$ cat config.mk
export PLATFORM = sky130hd
export DESIGN_NAME = ray_column_scheduler
export DESIGN_NICKNAME = d
export VERILOG_FILES = /design/src/rtl/raycast_pkg.sv /design/src/rtl/nearest_hit_select.sv /design/src/rtl/ray_column_scheduler.sv
export SDC_FILE = /design/constraint.sdc
export NUM_CORES = 1
export LEC_CHECK = 0
export CAP_MARGIN = 5
export CELL_PAD_IN_SITES_DETAIL_PLACEMENT = 1
export CELL_PAD_IN_SITES_GLOBAL_PLACEMENT = 2
export CORE_ASPECT_RATIO = 0.8
export CORE_MARGIN = 2
export CORE_UTILIZATION = 29
export DETAILED_ROUTE_END_ITERATION = 12
export PLACE_DENSITY = 0.79
export SYNTH_ARGS = -nofsm -noshare
export SYNTH_HDL_FRONTEND = slang
export SYNTH_SLANG_ARGS = --single-unit
$ cat constraint.sdc
create_clock -name clock_i -period 5.5 [get_ports clock_i]
set_input_delay 0.55 -clock clock_i [delete_from_list [all_inputs] [get_ports clock_i]]
set_output_delay 0.55 -clock clock_i [all_outputs]
set_load 0.1 [all_outputs]
$ cat src/rtl/raycast_pkg.sv
// ============================================================================
//  Module   : raycast_pkg
//  Purpose  : Shared constants, state encoding and helpers for the ray caster
//             column scheduler and its nearest-hit selector.
//  Ports    : (package - no ports)
//  Revision : 1.0  initial release
// ============================================================================
`default_nettype none

package raycast_pkg;

    localparam int          ANGLE_FULL = 360;
    localparam int          MAZE_MAX   = 4095;
    localparam logic [12:0] DIST_NONE  = 13'h1FFF;
    localparam logic        SIDE_HORIZ = 1'b0;
    localparam logic        SIDE_VERT  = 1'b1;

    typedef enum logic [2:0] {
        S_IDLE   = 3'd0,
        S_LAUNCH = 3'd1,
        S_WAIT   = 3'd2,
        S_SELECT = 3'd3,
        S_OUTPUT = 3'd4,
        S_DONE   = 3'd5
    } ray_state_e;

    // Absolute difference of two maze coordinates; never exceeds MAZE_MAX.
    function automatic logic [11:0] abs_diff12(input logic [11:0] a,
                                               input logic [11:0] b);
        return (a >= b) ? (a - b) : (b - a);
    endfunction

endpackage

`default_nettype wire

$ cat src/rtl/nearest_hit_select.sv
// ============================================================================
//  Module   : nearest_hit_select
//  Purpose  : Combinational choice between the horizontal-grid and the
//             vertical-grid wall hits of one ray, by Manhattan distance.
//  Ports    : h_found_i/h_wall_x_i/h_wall_y_i  horizontal finder result
//             v_found_i/v_wall_x_i/v_wall_y_i  vertical finder result
//             ray_x_i/ray_y_i                  ray origin
//             dist_o   |dx|+|dy| of the chosen hit, DIST_NONE if none
//             hit_o    a wall was found
//             side_o   SIDE_HORIZ / SIDE_VERT of the chosen hit
//  Revision : 1.0  initial release
// ============================================================================
`default_nettype none

module nearest_hit_select
    import raycast_pkg::*;
(
    input  logic        h_found_i,
    input  logic [11:0] h_wall_x_i,
    input  logic [11:0] h_wall_y_i,
    input  logic        v_found_i,
    input  logic [11:0] v_wall_x_i,
    input  logic [11:0] v_wall_y_i,
    input  logic [11:0] ray_x_i,
    input  logic [11:0] ray_y_i,
    output logic [12:0] dist_o,
    output logic        hit_o,
    output logic        side_o
);

    // Each term is at most 4095, so the 13-bit sum (max 8190) cannot
    // overflow and can never collide with DIST_NONE.
    logic [12:0] w_h_dist;
    logic [12:0] w_v_dist;

    assign w_h_dist = {1'b0, abs_diff12(h_wall_x_i, ray_x_i)}
                    + {1'b0, abs_diff12(h_wall_y_i, ray_y_i)};
    assign w_v_dist = {1'b0, abs_diff12(v_wall_x_i, ray_x_i)}
                    + {1'b0, abs_diff12(v_wall_y_i, ray_y_i)};

    always_comb begin
        dist_o = DIST_NONE;
        hit_o  = 1'b0;
        side_o = SIDE_HORIZ;
        if (h_found_i && v_found_i) begin
            hit_o = 1'b1;
            // Strict compare: a tie resolves to the horizontal hit.
            if (w_v_dist < w_h_dist) begin
                dist_o = w_v_dist;
                side_o = SIDE_VERT;
            end else begin
                dist_o = w_h_dist;
                side_o = SIDE_HORIZ;
            end
        end else if (h_found_i) begin
            hit_o  = 1'b1;
            dist_o = w_h_dist;
            side_o = SIDE_HORIZ;
        end else if (v_found_i) begin
            hit_o  = 1'b1;
            dist_o = w_v_dist;
            side_o = SIDE_VERT;
        end
    end

endmodule

`default_nettype wire

$ cat src/rtl/ray_column_scheduler.sv
// ============================================================================
//  Module   : ray_column_scheduler
//  Purpose  : Frame-level controller of the ray caster. Snapshots the player
//             pose, sweeps NUM_COLS columns, launches both wall finders per
//             ray, picks the nearer hit and streams one column record per
//             ray to the renderer over a valid/ready handshake.
//  Ports    : clock_i, reset_i            clock, synchronous active-high reset
//             frame_start_i               frame request (ignored while busy)
//             player_x_i/_y_i/_angle_i    player pose
//             ray_x_o/_y_o/_alpha_o       ray description to both finders
//             horiz_begin_o/vert_begin_o  finder start pulses
//             horiz_*_i / vert_*_i        finder end, found flag, wall x/y
//             col_valid_o/col_ready_i     column record handshake
//             col_index_o/_dist_o/_hit_o/_side_o  column record
//             busy_o, frame_done_o        frame status
//  Revision : 1.0  initial release
// ============================================================================
`default_nettype none

module ray_column_scheduler
    import raycast_pkg::*;
#(
    parameter  int NUM_COLS       = 60,
    parameter  int HALF_FOV       = 30,
    parameter  int ANGLE_STEP     = 1,
    parameter  int TIMEOUT_CYCLES = 256,
    localparam int IDX_W          = (NUM_COLS > 1) ? $clog2(NUM_COLS) : 1
) (
    input  logic             clock_i,
    input  logic             reset_i,
    input  logic             frame_start_i,
    input  logic [11:0]      player_x_i,
    input  logic [11:0]      player_y_i,
    input  logic [11:0]      player_angle_i,
    output logic [11:0]      ray_x_o,
    output logic [11:0]      ray_y_o,
    output logic [11:0]      ray_alpha_o,
    output logic             horiz_begin_o,
    output logic             vert_begin_o,
    input  logic             horiz_end_i,
    input  logic             vert_end_i,
    input  logic             horiz_found_i,
    input  logic             vert_found_i,
    input  logic [11:0]      horiz_wall_x_i,
    input  logic [11:0]      horiz_wall_y_i,
    input  logic [11:0]      vert_wall_x_i,
    input  logic [11:0]      vert_wall_y_i,
    output logic             col_valid_o,
    input  logic             col_ready_i,
    output logic [IDX_W-1:0] col_index_o,
    output logic [12:0]      col_dist_o,
    output logic             col_hit_o,
    output logic             col_side_o,
    output logic             busy_o,
    output logic             frame_done_o
);

    localparam int               TO_W     = (TIMEOUT_CYCLES > 1) ? $clog2(TIMEOUT_CYCLES) : 1;
    localparam logic [TO_W-1:0]  TO_LAST  = TO_W'(TIMEOUT_CYCLES - 1);
    localparam logic [IDX_W-1:0] IDX_LAST = IDX_W'(NUM_COLS - 1);
    localparam logic [11:0]      STEP12   = 12'(ANGLE_STEP);
    localparam logic [11:0]      WRAP12   = 12'(ANGLE_FULL - ANGLE_STEP);
    localparam logic [12:0]      FOV13    = 13'(HALF_FOV);
    localparam logic [12:0]      FULL13   = 13'(ANGLE_FULL);

    // ------------------------------------------------------------------
    // Registers
    // ------------------------------------------------------------------
    ray_state_e       state_q;
    logic [11:0]      ray_x_q;
    logic [11:0]      ray_y_q;
    logic [11:0]      alpha_q;
    logic             begin_q;
    logic [IDX_W-1:0] col_index_q;
    logic [TO_W-1:0]  timeout_q;
    logic             h_done_q;
    logic             v_done_q;
    logic             h_found_q;
    logic             v_found_q;
    logic [11:0]      h_x_q;
    logic [11:0]      h_y_q;
    logic [11:0]      v_x_q;
    logic [11:0]      v_y_q;
    logic             col_valid_q;
    logic [12:0]      col_dist_q;
    logic             col_hit_q;
    logic             col_side_q;
    logic             busy_q;
    logic             frame_done_q;

    // ------------------------------------------------------------------
    // Next-value helpers
    // ------------------------------------------------------------------
    logic [12:0] alpha_sum_d;
    logic [11:0] alpha_start_d;
    logic [11:0] alpha_step_d;
    logic        h_take_d;
    logic        v_take_d;
    logic        h_done_d;
    logic        v_done_d;
    logic        wait_exit_d;

    always_comb begin
        // Player angle is 0..359, so one conditional subtract gives the mod.
        alpha_sum_d   = {1'b0, player_angle_i} + FOV13;
        alpha_start_d = (alpha_sum_d >= FULL13) ? 12'(alpha_sum_d - FULL13)
                                                : alpha_sum_d[11:0];
        alpha_step_d  = (alpha_q < STEP12) ? (alpha_q + WRAP12)
                                           : (alpha_q - STEP12);

        // Only the first end seen per finder and per ray is taken.
        h_take_d    = (state_q == S_WAIT) && horiz_end_i && !h_done_q;
        v_take_d    = (state_q == S_WAIT) && vert_end_i  && !v_done_q;
        h_done_d    = h_done_q | h_take_d;
        v_done_d    = v_done_q | v_take_d;
        wait_exit_d = (h_done_d && v_done_d) || (timeout_q == TO_LAST);
    end

    // ------------------------------------------------------------------
    // Nearest-hit selection from the captured finder results
    // ------------------------------------------------------------------
    logic [12:0] w_sel_dist;
    logic        w_sel_hit;
    logic        w_sel_side;

    nearest_hit_select u_select (
        .h_found_i  (h_found_q),
        .h_wall_x_i (h_x_q),
        .h_wall_y_i (h_y_q),
        .v_found_i  (v_found_q),
        .v_wall_x_i (v_x_q),
        .v_wall_y_i (v_y_q),
        .ray_x_i    (ray_x_q),
        .ray_y_i    (ray_y_q),
        .dist_o     (w_sel_dist),
        .hit_o      (w_sel_hit),
        .side_o     (w_sel_side)
    );

    // ------------------------------------------------------------------
    // Frame FSM with registered outputs
    // ------------------------------------------------------------------
    always_ff @(posedge clock_i) begin
        if (reset_i) begin
            state_q      <= S_IDLE;
            ray_x_q      <= '0;
            ray_y_q      <= '0;
            alpha_q      <= '0;
            begin_q      <= 1'b0;
            col_index_q  <= '0;
            timeout_q    <= '0;
            h_done_q     <= 1'b0;
            v_done_q     <= 1'b0;
            h_found_q    <= 1'b0;
            v_found_q    <= 1'b0;
            h_x_q        <= '0;
            h_y_q        <= '0;
            v_x_q        <= '0;
            v_y_q        <= '0;
            col_valid_q  <= 1'b0;
            col_dist_q   <= DIST_NONE;
            col_hit_q    <= 1'b0;
            col_side_q   <= SIDE_HORIZ;
            busy_q       <= 1'b0;
            frame_done_q <= 1'b0;
        end else begin
            unique case (state_q)
                S_IDLE: begin
                    if (frame_start_i) begin
                        ray_x_q     <= player_x_i;
                        ray_y_q     <= player_y_i;
                        alpha_q     <= alpha_start_d;
                        col_index_q <= '0;
                        begin_q     <= 1'b1;
                        busy_q      <= 1'b1;
                        state_q     <= S_LAUNCH;
                    end
                end

                S_LAUNCH: begin
                    begin_q   <= 1'b0;
                    h_done_q  <= 1'b0;
                    v_done_q  <= 1'b0;
                    h_found_q <= 1'b0;
                    v_found_q <= 1'b0;
                    timeout_q <= '0;
                    state_q   <= S_WAIT;
                end

                S_WAIT: begin
                    if (h_take_d) begin
                        h_done_q  <= 1'b1;
                        h_found_q <= horiz_found_i;
                        h_x_q     <= horiz_wall_x_i;
                        h_y_q     <= horiz_wall_y_i;
                    end
                    if (v_take_d) begin
                        v_done_q  <= 1'b1;
                        v_found_q <= vert_found_i;
                        v_x_q     <= vert_wall_x_i;
                        v_y_q     <= vert_wall_y_i;
                    end
                    timeout_q <= timeout_q + 1'b1;
                    // On timeout a silent finder keeps found = 0, which was
                    // cleared at launch, so it simply counts as a miss.
                    if (wait_exit_d) begin
                        state_q <= S_SELECT;
                    end
                end

                S_SELECT: begin
                    col_dist_q  <= w_sel_dist;
                    col_hit_q   <= w_sel_hit;
                    col_side_q  <= w_sel_side;
                    col_valid_q <= 1'b1;
                    state_q     <= S_OUTPUT;
                end

                S_OUTPUT: begin
                    if (col_ready_i) begin
                        col_valid_q <= 1'b0;
                        if (col_index_q == IDX_LAST) begin
                            frame_done_q <= 1'b1;
                            state_q      <= S_DONE;
                        end else begin
                            col_index_q <= col_index_q + 1'b1;
                            alpha_q     <= alpha_step_d;
                            begin_q     <= 1'b1;
                            state_q     <= S_LAUNCH;
                        end
                    end
                end

                S_DONE: begin
                    frame_done_q <= 1'b0;
                    busy_q       <= 1'b0;
                    state_q      <= S_IDLE;
                end

                default: begin
                    begin_q      <= 1'b0;
                    col_valid_q  <= 1'b0;
                    frame_done_q <= 1'b0;
                    busy_q       <= 1'b0;
                    state_q      <= S_IDLE;
                end
            endcase
        end
    end

    // ------------------------------------------------------------------
    // Outputs
    // ------------------------------------------------------------------
    assign ray_x_o       = ray_x_q;
    assign ray_y_o       = ray_y_q;
    assign ray_alpha_o   = alpha_q;
    assign horiz_begin_o = begin_q;
    assign vert_begin_o  = begin_q;
    assign col_valid_o   = col_valid_q;
    assign col_index_o   = col_index_q;
    assign col_dist_o    = col_dist_q;
    assign col_hit_o     = col_hit_q;
    assign col_side_o    = col_side_q;
    assign busy_o        = busy_q;
    assign frame_done_o  = frame_done_q;

endmodule

`default_nettype wire

# ---- After elaboration in Yosys (flattened, before gate mapping)
# Index checks and enable logic that the tools add are counted.
dict set report totals {
  reg_bits 124
  in_bits 92
  out_inout_bits 62
}
dict set report classes {
  eq_ne 14
  muxes 48
  reduce_logical 27
  magnitude_cmp 7
  n_addsub 16
  bitwise 6
}
# cell n
set ops {}
lappend ops {{2-to-1 mux 12 bit} 9}
lappend ops {{subtractor 12 bit} 8}
lappend ops {{2-to-1 mux 13 bit} 4}
lappend ops {{>= comparator 12 bit} 4}
lappend ops {{adder 12 x 12 -> 13 bit} 2}
lappend ops {{one-hot mux 12 bit (2 select lines)} 1}
lappend ops {{2-to-1 mux 6 bit} 3}
lappend ops {{2-to-1 mux 1 bit} 16}
lappend ops {{one-hot mux 8 bit (2 select lines)} 1}
lappend ops {{one-hot mux 3 bit (5 select lines)} 1}
lappend ops {{!= test 2 bit, second input constant} 7}
lappend ops {{AND reduction 2 bit} 7}
lappend ops {{adder 12 x 5 -> 13 bit, second input constant} 1}
lappend ops {{>= comparator 13 x 9 -> 1 bit, second input constant} 1}
lappend ops {{less-than comparator 13 bit} 1}
lappend ops {{adder 12 x 9 -> 12 bit, second input constant} 1}
lappend ops {{less-than comparator 12 x 1 -> 1 bit, second input constant} 1}
lappend ops {{2-to-1 mux 3 bit} 4}
lappend ops {{one-hot mux 1 bit (2 select lines)} 6}
lappend ops {{one-hot mux 6 bit (2 select lines)} 1}
lappend ops {{OR reduction 4 bit} 3}
lappend ops {{subtractor 12 x 1 -> 12 bit, second input constant} 1}
lappend ops {{subtractor 12 x 9 -> 12 bit, second input constant} 1}
lappend ops {{adder 8 x 1 -> 8 bit, second input constant} 1}
lappend ops {{17 further kinds} 33}

# ---- Longest topological paths before layout
dict set report depth {
  depth_word 8
  depth_mapped 31
  mapped_depth_nobuf 29
}

# ---- Cells and area by module
# A second synthesis with hierarchy kept.
dict set report unflattened {
  hier_cells 1535
  area_unflattened_um2 11603.6
}
# module cells_per_inst n_inst seq_area_each_um2 area_per_inst_um2
set modules_own_cells {}
lappend modules_own_cells {nearest_hit_select 811 1 0.0 5931.9}
lappend modules_own_cells {ray_column_scheduler 724 1 2482.4 5671.7}

# ---- Worst setup path before layout
# Ideal clock, no wire load.
dict set report synth_timing {
  kind {register -> register}
  from {reg ray_y_q[1] (netlist: ray_y_o[1])}
  to {reg col_dist_q[1] (netlist: col_dist_o[1])}
  stages_incl_launch_ff 26
  synth_period_minus_slack_ns 6.832
  setup_time_ns 0.131
  arrival_time_ns 6.701
  path_slack_ns -1.332
  required_time_ns 5.369
  cell_sequence {dfxtp_1 inv_1 fa_1 a21o_1 a21o_2 a21o_2 a311oi_2 nor2_2 buf_6 mux2_4 ha_1 a211oi_1 o21a_1 nor3_1 a2111oi_0 a21oi_1 xor2_1 ha_1 a21o_1 a2111oi_0 o21ai_1 a31oi_1 o21ai_1 buf_2 o22ai_1 o21ai_0}
}
dict set report synth_between {
  elab_chain_cells 6
}
# element line_no
set synth_lines {}
lappend synth_lines {{start, declared} ray_column_scheduler.sv:71} ;# logic [11:0] ray_y_q;
lappend synth_lines {{start signal, assigned} ray_column_scheduler.sv:171} ;# ray_y_q <= player_y_i;
lappend synth_lines {{subtractor 12 bit or >= comparator 12 bit (tied branches)} raycast_pkg.sv:30} ;# return (a >= b) ? (a - b) : (b - a);
lappend synth_lines {{2-to-1 mux 12 bit} raycast_pkg.sv:30}
lappend synth_lines {{adder 12 x 12 -> 13 bit, on equally long branches} {nearest_hit_select.sv:39, nearest_hit_select.sv:37}}
lappend synth_lines {{less-than comparator 13 bit or 2-to-1 mux 13 bit (tied branches)} {nearest_hit_select.sv:48, nearest_hit_select.sv:59}}
lappend synth_lines {{2-to-1 mux 13 bit, on equally long branches} {nearest_hit_select.sv:48, nearest_hit_select.sv:55}}
lappend synth_lines {{2-to-1 mux 13 bit (*)} nearest_hit_select.sv:45} ;# if (h_found_i && v_found_i) begin
lappend synth_lines {{end signal, assigned} ray_column_scheduler.sv:212} ;# col_dist_q <= w_sel_dist;
lappend synth_lines {{end, declared} ray_column_scheduler.sv:85} ;# logic [12:0] col_dist_q;
# Mark *: on every way between the ends. The rest lies on a longest branch, timed or not.
# A chain may end at the register's enable or synchronous reset.

# ---- Worst setup path in the final report
dict set report layout_timing {
  from {reg ray_y_q[0] (netlist: ray_y_o[0])}
  to {reg col_side_q (netlist: col_side_o)}
}
dict set report layout_between {
  elab_chain_cells 6
}
# element line_no
set layout_lines {}
lappend layout_lines {{subtractor 12 bit or >= comparator 12 bit (tied branches)} raycast_pkg.sv:30}
lappend layout_lines {{2-to-1 mux 12 bit} raycast_pkg.sv:30}
lappend layout_lines {{adder 12 x 12 -> 13 bit, on equally long branches} {nearest_hit_select.sv:39, nearest_hit_select.sv:37}}
lappend layout_lines {{less-than comparator 13 bit (*)} nearest_hit_select.sv:48} ;# if (w_v_dist < w_h_dist) begin
lappend layout_lines {{2-to-1 mux 1 bit (*)} nearest_hit_select.sv:48}
lappend layout_lines {{2-to-1 mux 1 bit (*)} nearest_hit_select.sv:45}
lappend layout_lines {{end signal, assigned} ray_column_scheduler.sv:214} ;# col_side_q <= w_sel_side;
lappend layout_lines {{end, declared} ray_column_scheduler.sv:87} ;# logic col_side_q;
# Marks and branches as above.

==> results by group <==
Status
  – Status: finished with violations
  – Violated checks: design-rule violations, negative setup slack

STA
  – Endpoints failing setup: 14
  – Final Max Tran Viols: 0
  – Least-Margin Pin Slew: 1.14 ns
  – Clock Skews: 0.0141 ns
  – Final worst-path cycle share: 108%
  – Fmax: 168 MHz
  – Min setup slack post-route: -0.455 ns
  – Slew margin rel.: 23.4%
  – Final hold violations: 0
  – Tmin final: 5.96 ns
  – RSZ-0062 raised after global routing: true
  – Hold slack: 0.468 ns

Routing
  – Antenna-violating nets left: 0
  – DRC: 2
  – Vias: 11600
  – Routed wire per std cell: 18.6 um
  – Vias per Instance: 5.01
  – Drt first pass iters: 10
  – Wirelength, routed: 42900 um
  – 1st-iter DRT viols: 485

Power and ir drop
  – Power consumption: 11200 uW
  – Pwr/cell area: 705 nW/um^2
  – Max VDD drop: 0.000857 V
  – Lkg Pwr: 0.00661 uW

Placement
  – Dpl cells: 2241
  – I/O Buffers: 153
  – Placed inst area: 14700 um^2
  – Gpl congestion: 0.895
  – Final HPWL from detailed placement: 33600 um

Yosys
  – Post-Syn Area: 11000 um^2
  – Synth Register Bits: 124
  – Ys Warns: 0
  – Post-Syn Nets: 1685
  – Async SR Flop Fraction: 0%
  – Seq/Total Area, Yosys: 22.6%
  – Syn avg cell area: 7.56 um^2
  – Synthesized instance count: 1450
  – Primary FF master, synth: dfxtp_1
  – Number of enable flip-flop cells after synthesis: 0
  – Synth unique cells: 85

Run
  – Max-Cap Viols: 0

Worst setup path
  – CP startpoint: ray_y_o[0]
  – CP Class: reg2reg
  – Slowest-stage cell, CP: fa_2
  – Critical Path Fanout Max: 7
  – Reg2Reg Launch Point: ray_y_o[0]
  – Most frequent CP cell: buf_6
  – Worst r2r dst: col_side_o
  – Worst setup EP type: register
  – CP arrival: 6.33 ns
  – WP data required: 5.88 ns
  – R2r setup slk: -0.46 ns
  – Crit path to: col_side_o
  – CP peak stage delay: 0.39 ns
  – Startpoint Class: register
  – R2R depth: 30

Clock network
  – Post-CTS Hold Buffers: 0
  – Clock Pin Slew Worst Setup and Hold Paths: 0.06 ns
  – TritonCTS clock tree: yes
  – H-tree Lvls: 4
  – Skew-Pair Late Insertion Delay: 0.45 ns
  – CTS root buf: clkbuf_16
  – Clock Sinks: 124
  – CTS max path bufs: 2
  – CTS Buf Count: 17

Final layout
  – Layout area overhead: 44.9%
  – Register Area: 2550 um^2
  – Commonest non-fill, non-tap cell in the layout: buf_4
  – Design area: 15900 um^2
  – Fill count: 4470
  – Layout Cells excl Fill: 2304
  – Most frequent cells in the layout: buf_4 (237), nand2_1 (194), a21oi_1 (172), clkdlybuf4s50_1 (152), ha_1 (122)
  – Multi-input gate area: 8190 um^2
  – Layout net count: 2038
  – Proportion of layout cells with a drive suffix above 1: 22.7%

Die
  – Die Y: 178 um
  – FP Rows: 63
  – Die Width: 221 um
  – Io pins: 154
  – Core ar.: 37200 um^2
  – Starting Density: 29.5%
  – Die area: 39400 um^2

Hold path
  – Min-Delay Path Class: reg2reg

GRT
  – Initial antenna violation count: 1
  – Vias in the first global route: 12200
  – Grt ovf: 0
  – GRT Total Usage: 21.8%
  – First-pass GRT wire length: 67600 um
  – Largest net degree at the start of global routing: 75
-- flip-flops by register name (all words and copies together) (netlist names), 8 cells and up --
register	flops
v_x_q	12
ray_y_o	12
ray_x_o	12
timeout_q	8
col_dist_o	13
v_y_q	12
h_x_q	12
ray_alpha_o	12
h_y_q	12
-- worst max-delay path: cells and delay by family (launching register included) --
kind / cells / cell delay [ns]
and+or+nand+nor: 4 / 0.41
buffers and inverters: 5 / 0.61
AOI/OAI and AO/OA: 14 / 2.81
xor gates and xnor gates: 2 / 0.35
adders and majority gates: 4 / 1.06
muxes: 1 / 0.29
DFF: 1 / 0.35
-- power by group --
group	switching, uW	leakage, uW	internal (uW)
Clock	509	0.000305	692
Sequential	64.3	0.00102	965
Combinational	4580	0.00528	4400
-- what timing repair did --
item	in CTS	in global routing
cloned	2	0
buffers inserted	14	14
resized for setup	41	34
endpoints found under the setup margin	14	14
pin swaps	37	34
-- routing by layer --
layer | up-vias | share of wire, % | global-route usage, %
met5 | - | 0 | 0
met4 | 0 | 1.6 | 4.79
met3 | 42 | 2.5 | 2.83
met2 | 172 | 46 | 36.6
met1 | 5541 | 50 | 29.7
li1 | 5796 | - | -
-- synthesized netlist by cell type (all sizes together) (3+ instances only) --
| library cell | number | area share, % |
|---|---|---|
| dfxtp | 124 | 23 |
| o21bai | 9 | 0.62 |
| a221oi | 3 | 0.24 |
| ha | 133 | 15 |
| nand2b | 11 | 0.63 |
| nor2b | 15 | 0.86 |
| a21boi | 4 | 0.27 |
| and2 | 7 | 0.40 |
| a21o | 44 | 3.0 |
| nand3 | 26 | 1.2 |
| nor3b | 5 | 0.39 |
| o221ai | 3 | 0.30 |
| xnor2 | 42 | 3.4 |
| o31a | 3 | 0.24 |
| nor2 | 86 | 3.0 |
| a21oi | 179 | 8.2 |
| a31oi | 12 | 0.82 |
| o41ai | 3 | 0.24 |
| and3 | 11 | 0.67 |
| a311oi | 6 | 0.54 |
| or3 | 12 | 0.70 |
| a211oi | 14 | 0.96 |
| or2 | 8 | 0.46 |
| nor4 | 10 | 0.63 |
| o211ai | 14 | 0.96 |
| fa | 10 | 1.8 |
| a31o | 4 | 0.32 |
| nand2 | 194 | 6.6 |
| nand4 | 11 | 0.63 |
| xor2 | 28 | 2.3 |
| inv | 124 | 4.2 |
| a2111oi | 6 | 0.54 |
| clkbuf | 52 | 1.9 |
| o31ai | 7 | 0.48 |
| o21a | 24 | 1.6 |
| a32oi | 3 | 0.24 |
| o2bb2ai | 3 | 0.24 |
| buf | 15 | 0.86 |
| o21ai | 71 | 3.3 |
| a41oi | 3 | 0.41 |
| nand3b | 9 | 0.62 |
| mux2 | 10 | 1.1 |
| nor3 | 35 | 1.6 |
| mux2i | 21 | 1.9 |
| o22ai | 13 | 0.74 |
-- through the flow --
stage	utilization (%)	setup TNS (ns)	worst slack, ns
floorplan	-	-1.18	-0.118
finish	42.7	-5.94	-0.455
detailed placement	39.4	-8.16	-0.662
CTS	42.0	-3.79	-0.326
global placement	39.4	-5.83	-0.521
global route	42.7	-9.18	-0.689
-- cell type report --
cell class / instances / area share (%)
tap: 487 / 3.84
antenna: 1 / 0.0158
clock inverter: 13 / 0.843
timing repair buffer: 400 / 21.8
multi-input combinational: 1136 / 51.5
clock buffer: 19 / 2.99
inverter: 124 / 2.96
sequential: 124 / 16.0
-- how the worst min path moves through the flow --
stage | startpoint | endpoint | slack (ns) | depth (start not counted)
global placement | col_hit_o | col_hit_o | 0.45 | 2
detailed placement | h_x_q[11] | h_x_q[11] | 0.46 | 2
CTS | h_x_q[11] | h_x_q[11] | 0.47 | 2
floorplan | h_x_q[11] | h_x_q[11] | 0.44 | 2
finish | col_hit_o | col_hit_o | 0.47 | 2
global route | col_hit_o | col_hit_o | 0.49 | 2
-- logic make-up after synthesis --
family / count (synthesis) / synth area share, %
xor gates and xnor gates: 70 / 5.66
DFF: 124 / 22.6
muxes: 31 / 3.01
AOI/OAI and AO/OA: 442 / 25.6
buffers and inverters: 191 / 6.97
and+or+nand+nor: 448 / 19.1
adders and majority gates: 144 / 17.1
No activity file was read; power rests on OpenSTA's default activity.
